$ cat src/rtl/popcount_pkg.sv
`default_nettype none
// ============================================================================
// Module   : popcount_pkg
// Purpose  : Shared types and helpers for the popcount accumulator slice.
// Revision : 1.0  initial release
// ============================================================================
package popcount_pkg;

    typedef enum logic {
        MODE_CUMUL  = 1'b0,
        MODE_WINDOW = 1'b1
    } mode_t;

    typedef enum logic {
        S_IDLE  = 1'b0,
        S_ACCUM = 1'b1
    } state_t;

    function automatic int cnt_w(input int width);
        return $clog2(width + 1);
    endfunction

endpackage
`default_nettype wire

$ cat src/rtl/popcount_tree.sv
`default_nettype none
// ============================================================================
// Module   : popcount_tree
// Purpose  : Combinational balanced adder tree returning the set-bit count.
// Revision : 1.0  initial release
// ============================================================================
module popcount_tree
    import popcount_pkg::*;
#(
    parameter  int WIDTH = 4,
    localparam int CNT_W = cnt_w(WIDTH)
) (
    input  logic [WIDTH-1:0] in_data,
    output logic [CNT_W-1:0] count
);

    localparam int c_lvls   = $clog2(WIDTH);
    localparam int c_leaves = 1 << c_lvls;

    // Leaves are padded to a power of two so every level halves cleanly.
    for (genvar l = 0; l <= c_lvls; l++) begin : g_lvl
        logic [CNT_W-1:0] w_sum [0:(c_leaves >> l)-1];
        if (l == 0) begin : g_leaf
            for (genvar i = 0; i < c_leaves; i++) begin : g_bit
                if (i < WIDTH) begin : g_real
                    assign w_sum[i] = CNT_W'(in_data[i]);
                end else begin : g_pad
                    assign w_sum[i] = '0;
                end
            end
        end else begin : g_add
            for (genvar i = 0; i < (c_leaves >> l); i++) begin : g_node
                assign w_sum[i] = g_lvl[l-1].w_sum[2*i] + g_lvl[l-1].w_sum[2*i+1];
            end
        end
    end

    assign count = g_lvl[c_lvls].w_sum[0];

endmodule
`default_nettype wire

$ cat src/rtl/popcount_accumulator.sv
`default_nettype none
// ============================================================================
// Module   : popcount_accumulator
// Purpose  : Registered popcount with cumulative/windowed saturating totals.
// Revision : 1.0  initial release
// ============================================================================
module popcount_accumulator
    import popcount_pkg::*;
#(
    parameter  int WIDTH = 4,
    parameter  int ACC_W = 16,
    parameter  int LEN_W = 8,
    localparam int CNT_W = cnt_w(WIDTH)
) (
    input  logic             clk,
    input  logic             rst_n,
    input  logic             in_valid,
    input  logic [WIDTH-1:0] in_data,
    input  logic             mode,
    input  logic [LEN_W-1:0] window_len,
    input  logic             clear,
    output logic             out_valid,
    output logic [CNT_W-1:0] count,
    output logic             total_valid,
    output logic [ACC_W-1:0] total,
    output logic             sat
);

    state_t           r_state, w_nxt_state;
    mode_t            r_mode, w_nxt_mode;
    logic [LEN_W-1:0] r_len, w_nxt_len;
    logic [ACC_W-1:0] r_acc, w_nxt_acc;
    logic [LEN_W-1:0] r_smp, w_nxt_smp;
    logic [ACC_W-1:0] r_total, w_nxt_total;
    logic             r_total_valid, w_nxt_total_valid;
    logic [CNT_W-1:0] r_count, w_nxt_count;
    logic             r_out_valid, w_nxt_out_valid;
    logic             r_sat, w_nxt_sat;
    logic             r_win_clip, w_nxt_win_clip;

    logic [CNT_W-1:0] w_pc;
    logic [ACC_W:0]   w_sum_ext;
    logic             w_clip;
    logic [ACC_W-1:0] w_sum;
    mode_t            w_eff_mode;
    logic [LEN_W-1:0] w_eff_len;
    logic [LEN_W-1:0] w_smp_next;
    logic             w_close;

    popcount_tree #(
        .WIDTH (WIDTH)
    ) u_tree (
        .in_data (in_data),
        .count   (w_pc)
    );

    assign w_sum_ext = {1'b0, r_acc} + (ACC_W+1)'(w_pc);
    assign w_clip    = w_sum_ext[ACC_W];
    assign w_sum     = w_clip ? {ACC_W{1'b1}} : w_sum_ext[ACC_W-1:0];

    // Mode and length are sampled only while idle; a window in progress keeps its settings.
    assign w_eff_mode = (r_state == S_IDLE) ? mode_t'(mode) : r_mode;
    assign w_eff_len  = (r_state == S_IDLE)
                      ? ((window_len == '0) ? LEN_W'(1) : window_len)
                      : r_len;
    assign w_smp_next = r_smp + LEN_W'(1);
    assign w_close    = (w_smp_next == w_eff_len);

    always_comb begin
        w_nxt_state       = r_state;
        w_nxt_mode        = r_mode;
        w_nxt_len         = r_len;
        w_nxt_acc         = r_acc;
        w_nxt_smp         = r_smp;
        w_nxt_total       = r_total;
        w_nxt_total_valid = 1'b0;
        w_nxt_count       = r_count;
        w_nxt_out_valid   = 1'b0;
        w_nxt_sat         = r_sat;
        w_nxt_win_clip    = r_win_clip;

        if (clear) begin
            w_nxt_state    = S_IDLE;
            w_nxt_acc      = '0;
            w_nxt_smp      = '0;
            w_nxt_total    = '0;
            w_nxt_sat      = 1'b0;
            w_nxt_win_clip = 1'b0;
        end else if (in_valid) begin
            w_nxt_count     = w_pc;
            w_nxt_out_valid = 1'b1;
            w_nxt_mode      = w_eff_mode;
            w_nxt_len       = w_eff_len;
            if (w_eff_mode == MODE_CUMUL) begin
                w_nxt_state       = S_ACCUM;
                w_nxt_acc         = w_sum;
                w_nxt_total       = w_sum;
                w_nxt_total_valid = 1'b1;
                w_nxt_sat         = r_sat | w_clip;
            end else if (w_close) begin
                w_nxt_state       = S_IDLE;
                w_nxt_acc         = '0;
                w_nxt_smp         = '0;
                w_nxt_total       = w_sum;
                w_nxt_total_valid = 1'b1;
                w_nxt_sat         = r_win_clip | w_clip;
                w_nxt_win_clip    = 1'b0;
            end else begin
                w_nxt_state    = S_ACCUM;
                w_nxt_acc      = w_sum;
                w_nxt_smp      = w_smp_next;
                w_nxt_win_clip = r_win_clip | w_clip;
            end
        end
    end

    always_ff @(posedge clk or negedge rst_n) begin
        if (!rst_n) begin
            r_state       <= S_IDLE;
            r_mode        <= MODE_CUMUL;
            r_len         <= '0;
            r_acc         <= '0;
            r_smp         <= '0;
            r_total       <= '0;
            r_total_valid <= 1'b0;
            r_count       <= '0;
            r_out_valid   <= 1'b0;
            r_sat         <= 1'b0;
            r_win_clip    <= 1'b0;
        end else begin
            r_state       <= w_nxt_state;
            r_mode        <= w_nxt_mode;
            r_len         <= w_nxt_len;
            r_acc         <= w_nxt_acc;
            r_smp         <= w_nxt_smp;
            r_total       <= w_nxt_total;
            r_total_valid <= w_nxt_total_valid;
            r_count       <= w_nxt_count;
            r_out_valid   <= w_nxt_out_valid;
            r_sat         <= w_nxt_sat;
            r_win_clip    <= w_nxt_win_clip;
        end
    end

    assign out_valid   = r_out_valid;
    assign count       = r_count;
    assign total_valid = r_total_valid;
    assign total       = r_total;
    assign sat         = r_sat;

endmodule
`default_nettype wire

$ cat config.mk
export PLATFORM = sky130hd
export DESIGN_NAME = popcount_accumulator
export DESIGN_NICKNAME = d
export VERILOG_FILES = /design/src/rtl/popcount_pkg.sv /design/src/rtl/popcount_tree.sv /design/src/rtl/popcount_accumulator.sv
export SDC_FILE = /design/constraint.sdc
export NUM_CORES = 1
export LEC_CHECK = 0
export ABC_CLOCK_PERIOD_IN_PS = 3600
export CORE_UTILIZATION = 45
export DETAILED_ROUTE_END_ITERATION = 16
export PLACE_DENSITY = 0.66
export RECOVER_POWER = 100
export SLEW_MARGIN = 25
export SYNTH_ARGS = -nofsm -noshare
export SYNTH_HDL_FRONTEND = slang
export SYNTH_HIERARCHICAL = 1
export SYNTH_SLANG_ARGS = --single-unit
$ cat constraint.sdc
create_clock -name clk -period 3.6 [get_ports clk]
set_clock_uncertainty 0.15 [all_clocks]
set_input_delay 0.36 -clock clk [delete_from_list [all_inputs] [get_ports clk]]
set_output_delay 0.36 -clock clk [all_outputs]
set_load 0.01 [all_outputs]
==> run_results.csv <==
group,metric,value,unit
finish,postLayoutCoreUtil,0.569,
die,die_width,88.5,um
detailed_routing,avgRoutedWirePerCell,17.2,um
clocking,cts_max_level,3,
worst_setup_path,crit_path_max_incr_delay,520,ps
worst_setup_path,critPathMaxFanout,5,
die,start_util,0.465,
yosys,syn-num-nets,380,
sta,max_slew.worst_pin.slew,1410,ps
yosys,synth_warnings,6,
die,die-area,7840,sq um
die,core-area,7250,sq um
worst_setup_path,setup.worst_path.start_class,"input port",
finish,drive_above_1_share,0.123,
yosys,synth.yosys.seq_area_share,0.423,
detailed_routing,remaining_drc_errors,0,
global_routing,grt_first_pass_wirelength,14500,um
global_routing,first_global_vias,2913,
detailed_routing,num_vias,3041,
sta,rsz0062_at_grt,"false",
sta,max_freq,297,MHz
clocking,numCtsBuffers,9,
job,drv.max_cap_violation_count,0,
placement,placement.io_buffers,38,
clocking,cts_tree,"done",
global_routing,gr-total-overflow,0,
yosys,syn_avg_cell_area,9.49,sq um
yosys,edff_count_synth,0,
clocking,cts.path.max_buffers,2,
finish,antenna-diode-count,0,
worst_setup_path,timing.critical_path.slowest_stage_cell,"fa_1",
yosys,syn_inst,355,
pwr,irDropWorstVdd,206,uV
worst_setup_path,required,3650,ps
yosys,synth_seq_cells,57,
global_routing,grt_start_max_net_pins,41,
clocking,ctsRootBufferMaster,"clkbuf_8",
sta,timing.slew.headroom,0.0586,
die,io-pin-count,39,
sta,min_period_over_period,0.936,
yosys,yosysUniqueCellTypes,49,
clocking,clock_sinks,57,
sta,finalSetupViolCount,0,
worst_setup_path,worst_setup_path_end_kind,"flip-flop",
finish,layout-area-overhead-vs-synth,22.4,%
finish,final_common_cell,"dfrtp_1",
worst_setup_path,timing_worst_setup_path_type,"input port to flip-flop",
worst_setup_path,worst-path-buf-inv,3,
run_status,run_status,"complete, no violations",
global_routing,grt_use_total,0.244,
min_path,hold_path.class,"flip-flop to flip-flop",
worst_setup_path,worst_path_dominant_cell_family,"adder cells",
pwr,total_leakage_power,1.71,nW
yosys,post_synth_top_area_share,0.423,
yosys,synth_top_area_cell,"dfrtp_1",
worst_setup_path,worstPathArrival,3420,ps
detailed_routing,drt_wl_total,8710,um
finish,finish.instance_area,4120,sq um
worst_setup_path,critical_path.cell_chain,"clkdlybuf4s50_1 -> inv_1 -> fa_1 -> inv_1 -> ha_1 -> ha_1 -> fa_1 -> a21o_1 -> and2_0 -> nand3_1 -> nand2_1 -> mux2i_1 -> o31ai_1",
placement,post_dp_cell_area,3940,sq um
clocking,clk_slew_on_worst_s_h_paths,70,ps
placement,globalplace.congestion,0.899,
yosys,total_standard_cell_area_after_synthesis,3370,sq um
die,die_y,88.5,um
yosys,async_flop_share,1.00,
pwr,power_density,409,nW/um^2
sta,count_of_final_max_slew_check_failures,0,
finish,num-nets-final,427,
detailed_routing,detail_route.vias_per_cell,6.01,
sta,final_hold_viol_count,0,
finish,mostFrequentLayoutCells,"dfrtp_1 (57), nand2_1 (35), dlygate4sd3_1 (24)",
clocking,clk_latency,340,ps
sta,period_minus_slack,3370,ps
yosys,synthFlopType,"dfrtp_1",
detailed_routing,dr.first_iter.drc_count,238,
die,fp-row-count,31,
placement,dp_hpwl,6230,um
detailed_routing,antenna_viol_nets_final,0,
yosys,synth_area_leaders,"dfrtp_1 (42%), a211oi_1 (4.7%), mux2_2 (4.0%)",
detailed_routing,drtPass1Iterations,5,
global_routing,grt_antenna_before_repair,0,
-- stage by stage --
step / setup TNS, ps / total power [W] / setup WS [ps] / instances / hold WS, ps
6_report: 0 / 0.00169 / 230 / 506 / 354
5_1_grt: 0 / 0.00178 / 2.48 / 506 / 389
2_1_floorplan: 0 / 0.000949 / 342 / 355 / -85.6
3_5_place_dp: -1390 / 0.00111 / -151 / 489 / 257
4_1_cts: 0 / 0.00171 / 204 / 506 / 361
3_3_place_gp: -343 / 0.00110 / -55.4 / 489 / 245
-- layer usage --
metal | up-vias | track usage | part of all wire
li1 | 1431 | - | -
met1 | 1474 | 0.353 | 0.47
met2 | 120 | 0.366 | 0.45
met3 | 16 | 0.0457 | 0.061
met4 | 0 | 0.0806 | 0.018
met5 | - | 0 | 0
-- synthesized netlist by cell type, drive strengths merged (2+ instances only) --
library cell and number:
o32ai 3, a21o 3, nor4 6, ha 6, or2 2, nor3 8
mux2 13, inv 8, o2111ai 2, a21oi 20, a2111oi 2, dfrtp 57
mux2i 12, fa 2, buf 4, xor2 8, nand3 15, o31ai 4
o22ai 8, a211oi 21, nor2b 2, o21ai 17, nor4b 2, o211ai 3
xnor2 13, nor2 16, nand2 35, a311oi 7, o221ai 2, or3 3
clkbuf 23, and4 4, nand4 6, and3 5
-- path summary, 6_finish.rpt --
check | endpoint | slack (ps) | depth (start not counted) | from
max in group asynchronous | r_acc[10] | 1050 | 3 | rst_n
min in group asynchronous | total[3] | 720 | 2 | rst_n
setup / recovery | r_acc[15] | 230 | 13 | in_data[0]
hold / removal | count[0] | 350 | 1 | count[0]
hold reg to reg | count[0] | 350 | 1 | count[0]
setup reg to reg | r_acc[14] | 700 | 7 | r_state
-- cells by family (layout without fill, tap and decap cells) --
kind of cell    after synthesis  count (layout)  synth area share
mux                          25              25            0.0802
buf+inv                      36              88            0.0416
xor+xnor                     21              21            0.0546
flops                        57              57             0.423
compound gates              102             102             0.211
simple gates                106             106             0.155
fa+ha+maj                     8               8            0.0342
-- report_power, final --
part           internal (W)  leakage [nW]  total [W]  switching (W)
logic              0.000159         0.860   0.000362       0.000203
clock network      0.000336        0.0953   0.000602       0.000266
registers          0.000691         0.759   0.000722      0.0000315
total               0.00119          1.71    0.00169       0.000500
-- final cells by class --
type | count | area (sq um)
Tap cell | 99 | 124
Sequential cell | 57 | 1430
Fill cell | 653 | 3130
Multi-Input combinational cell | 262 | 1810
Clock inverter | 5 | 55.1
Timing Repair Buffer | 63 | 536
Inverter | 9 | 33.8
Clock buffer | 11 | 141
-- registers in the layout, indices dropped and copies added, names as in the netlist --
name and flops:
count 3, out_valid 1, r_acc 16, r_len 8, r_mode 1, r_smp 8, r_state 1, r_win_clip 1
sat 1, total 16, total_valid 1
-- what timing repair did --
action / CTS / global route
buffers inserted: 0 / 0
endpoints found under the hold margin: 24 / 0
endpoints found under the setup margin: 0 / 4
gates resized for setup: 0 / 1
hold buffers: 1 / 0
Note: power is estimated with default switching activity, not from simulation.
==> edit: new RTL, same flow settings <==
The parameter `LEN_W` goes from 8 to 16.
--- a/src/rtl/popcount_accumulator.sv
+++ b/src/rtl/popcount_accumulator.sv
@@ -9,7 +9,7 @@
 #(
     parameter  int WIDTH = 4,
     parameter  int ACC_W = 16,
-    parameter  int LEN_W = 8,
+    parameter  int LEN_W = 16,
     localparam int CNT_W = cnt_w(WIDTH)
 ) (
     input  logic             clk,
Ports: changed (resized window_len); port bits go from 39 to 47. The function was not compared with the original's and may differ.
==> edit against the unedited design <==
  * The flow now finishes with violations (max-capacitance violations, max-slew violations)
  * Total power is 17% higher
  * Sequential cell count increased by 16
  * Final area up 36%
  * Synthesized area increased by 29%
  * Routed wire length up 19%
  * First-iteration DRC count shrank 14%
  * Worst setup slack worse by 0.12 ns
  * Largest power group unchanged
==> edit: results (changes against the unedited design) <==
status: complete, but fails checks (was finished clean)
failing checks: max-capacitance violations, max-slew violations
DR iter-0 viols: 204 (was 238)
Synth Cell Area: 0.004355 sq mm (was 0.003369 sq mm)
hold path depth: 2 (was 1)
post-CTS setup buffers: 1 (was 0)
fraction of area in multi-input gates: 42.47% (was 43.84%)
max-cap violations: 1 (was 0)
Placed Area: 0.005243 sq mm (was 0.003943 sq mm)
IO Port Bufs: 46 (was 38)
Total Power: 1967 uW (was 1686 uW)
non-filler instance count after layout: 678 (was 506)
NumNets Final: 577 (was 427)
inverter count: 14 (was 9)
reg2reg start: r_smp[11]$_DFFE_PN0P_ (was r_state$_DFFE_PN0P_)
VDD IR-drop max: 164.7 uV (was 206.3 uV)
post-synthesis compound-gate area fraction: 16.17% (was 21.09%)
largest cells by area after synthesis: dfrtp_1 (42%), nand2_1 (5.3%), mux2_2 (4.7%) (was dfrtp_1 (42%), a211oi_1 (4.7%), mux2_2 (4.0%))
synth cell count leaders: dfrtp_1 (73), nand2_1 (61), nor2_1 (36), o21ai_0 (22), xnor2_1 (22) (was dfrtp_1 (57), nand2_1 (35), clkbuf_1 (23), a211oi_1 (21), a21oi_1 (20))
GPL Wtd Cong: 0.8918 (was 0.8986)
adder-cell share of the synthesized area: 2.643% (was 3.416%)
GRT met1 Usage: 31.29% (was 35.32%)
area of the multi-input gates: 0.002379 sq mm (was 0.001808 sq mm)
pins over their slew limit: 74 (was 0)
M1 WL: 5184 microns (was 4130 microns)
mux cell area share after synthesis: 9.767% (was 8.021%)
largest net degree at the start of global routing: 74 (was 41)
DP HPWL: 7203 microns (was 6228 microns)
cell family with most CP delay: simple AND/OR/NAND/NOR gates (was adder cells)
P_sw: 559.5 uW (was 500.4 uW)
overall routing resource usage: 21.64% (was 24.37%)
layout cells sized above 1: 22.95% (was 12.29%)
Syn Nets: 487 (was 380)
combinational fraction of design power: 20.9% (was 21.5%)
Leakage: 0.002483 uW (was 0.001714 uW)
flops & latches, synth: 73 (was 57)
routed vias/inst: 5.450 (was 6.010)
Synth cell types: 60 (was 49)
post-cts resize count: 8 (was 0)
vias in the first global route: 3,533 (was 2,913)
met2 wire length: 4690 microns (was 3894 microns)
met2 Use GR: 33.35% (was 36.64%)
r2r setup slk: 0.11 ns (was 0.70 ns)
edit: cell count changes in the layout (fill, tap and decap cells not counted), sizes merged, moves of 9 or more:
cell,before,now
nor2,16,36
nand2,35,61
mux2i,12,21
a211oi,21,3
buf,16,55
xnor2,13,22
dfrtp,57,73
a21o,3,13
edit: how the worst max path moves through the flow:
stage,start,end,slack [ns],cells past startpoint
6_report,r_smp[11]$_DFFE_PN0P_,total[1]$_DFFE_PN0P_,0.11,13
5_1_grt,r_smp[1]$_DFFE_PN0P_,total[1]$_DFFE_PN0P_,0.0003,14
4_1_cts,in_data[0],r_acc[13]$_DFFE_PN0P_,0.01,16
3_5_place_dp,in_data[0],r_acc[13]$_DFFE_PN0P_,-0.39,16
3_3_place_gp,in_data[0],total[15]$_DFFE_PN0P_,-0.35,15
2_1_floorplan,in_data[0],total[15]$_DFFE_PN0P_,0.008,14
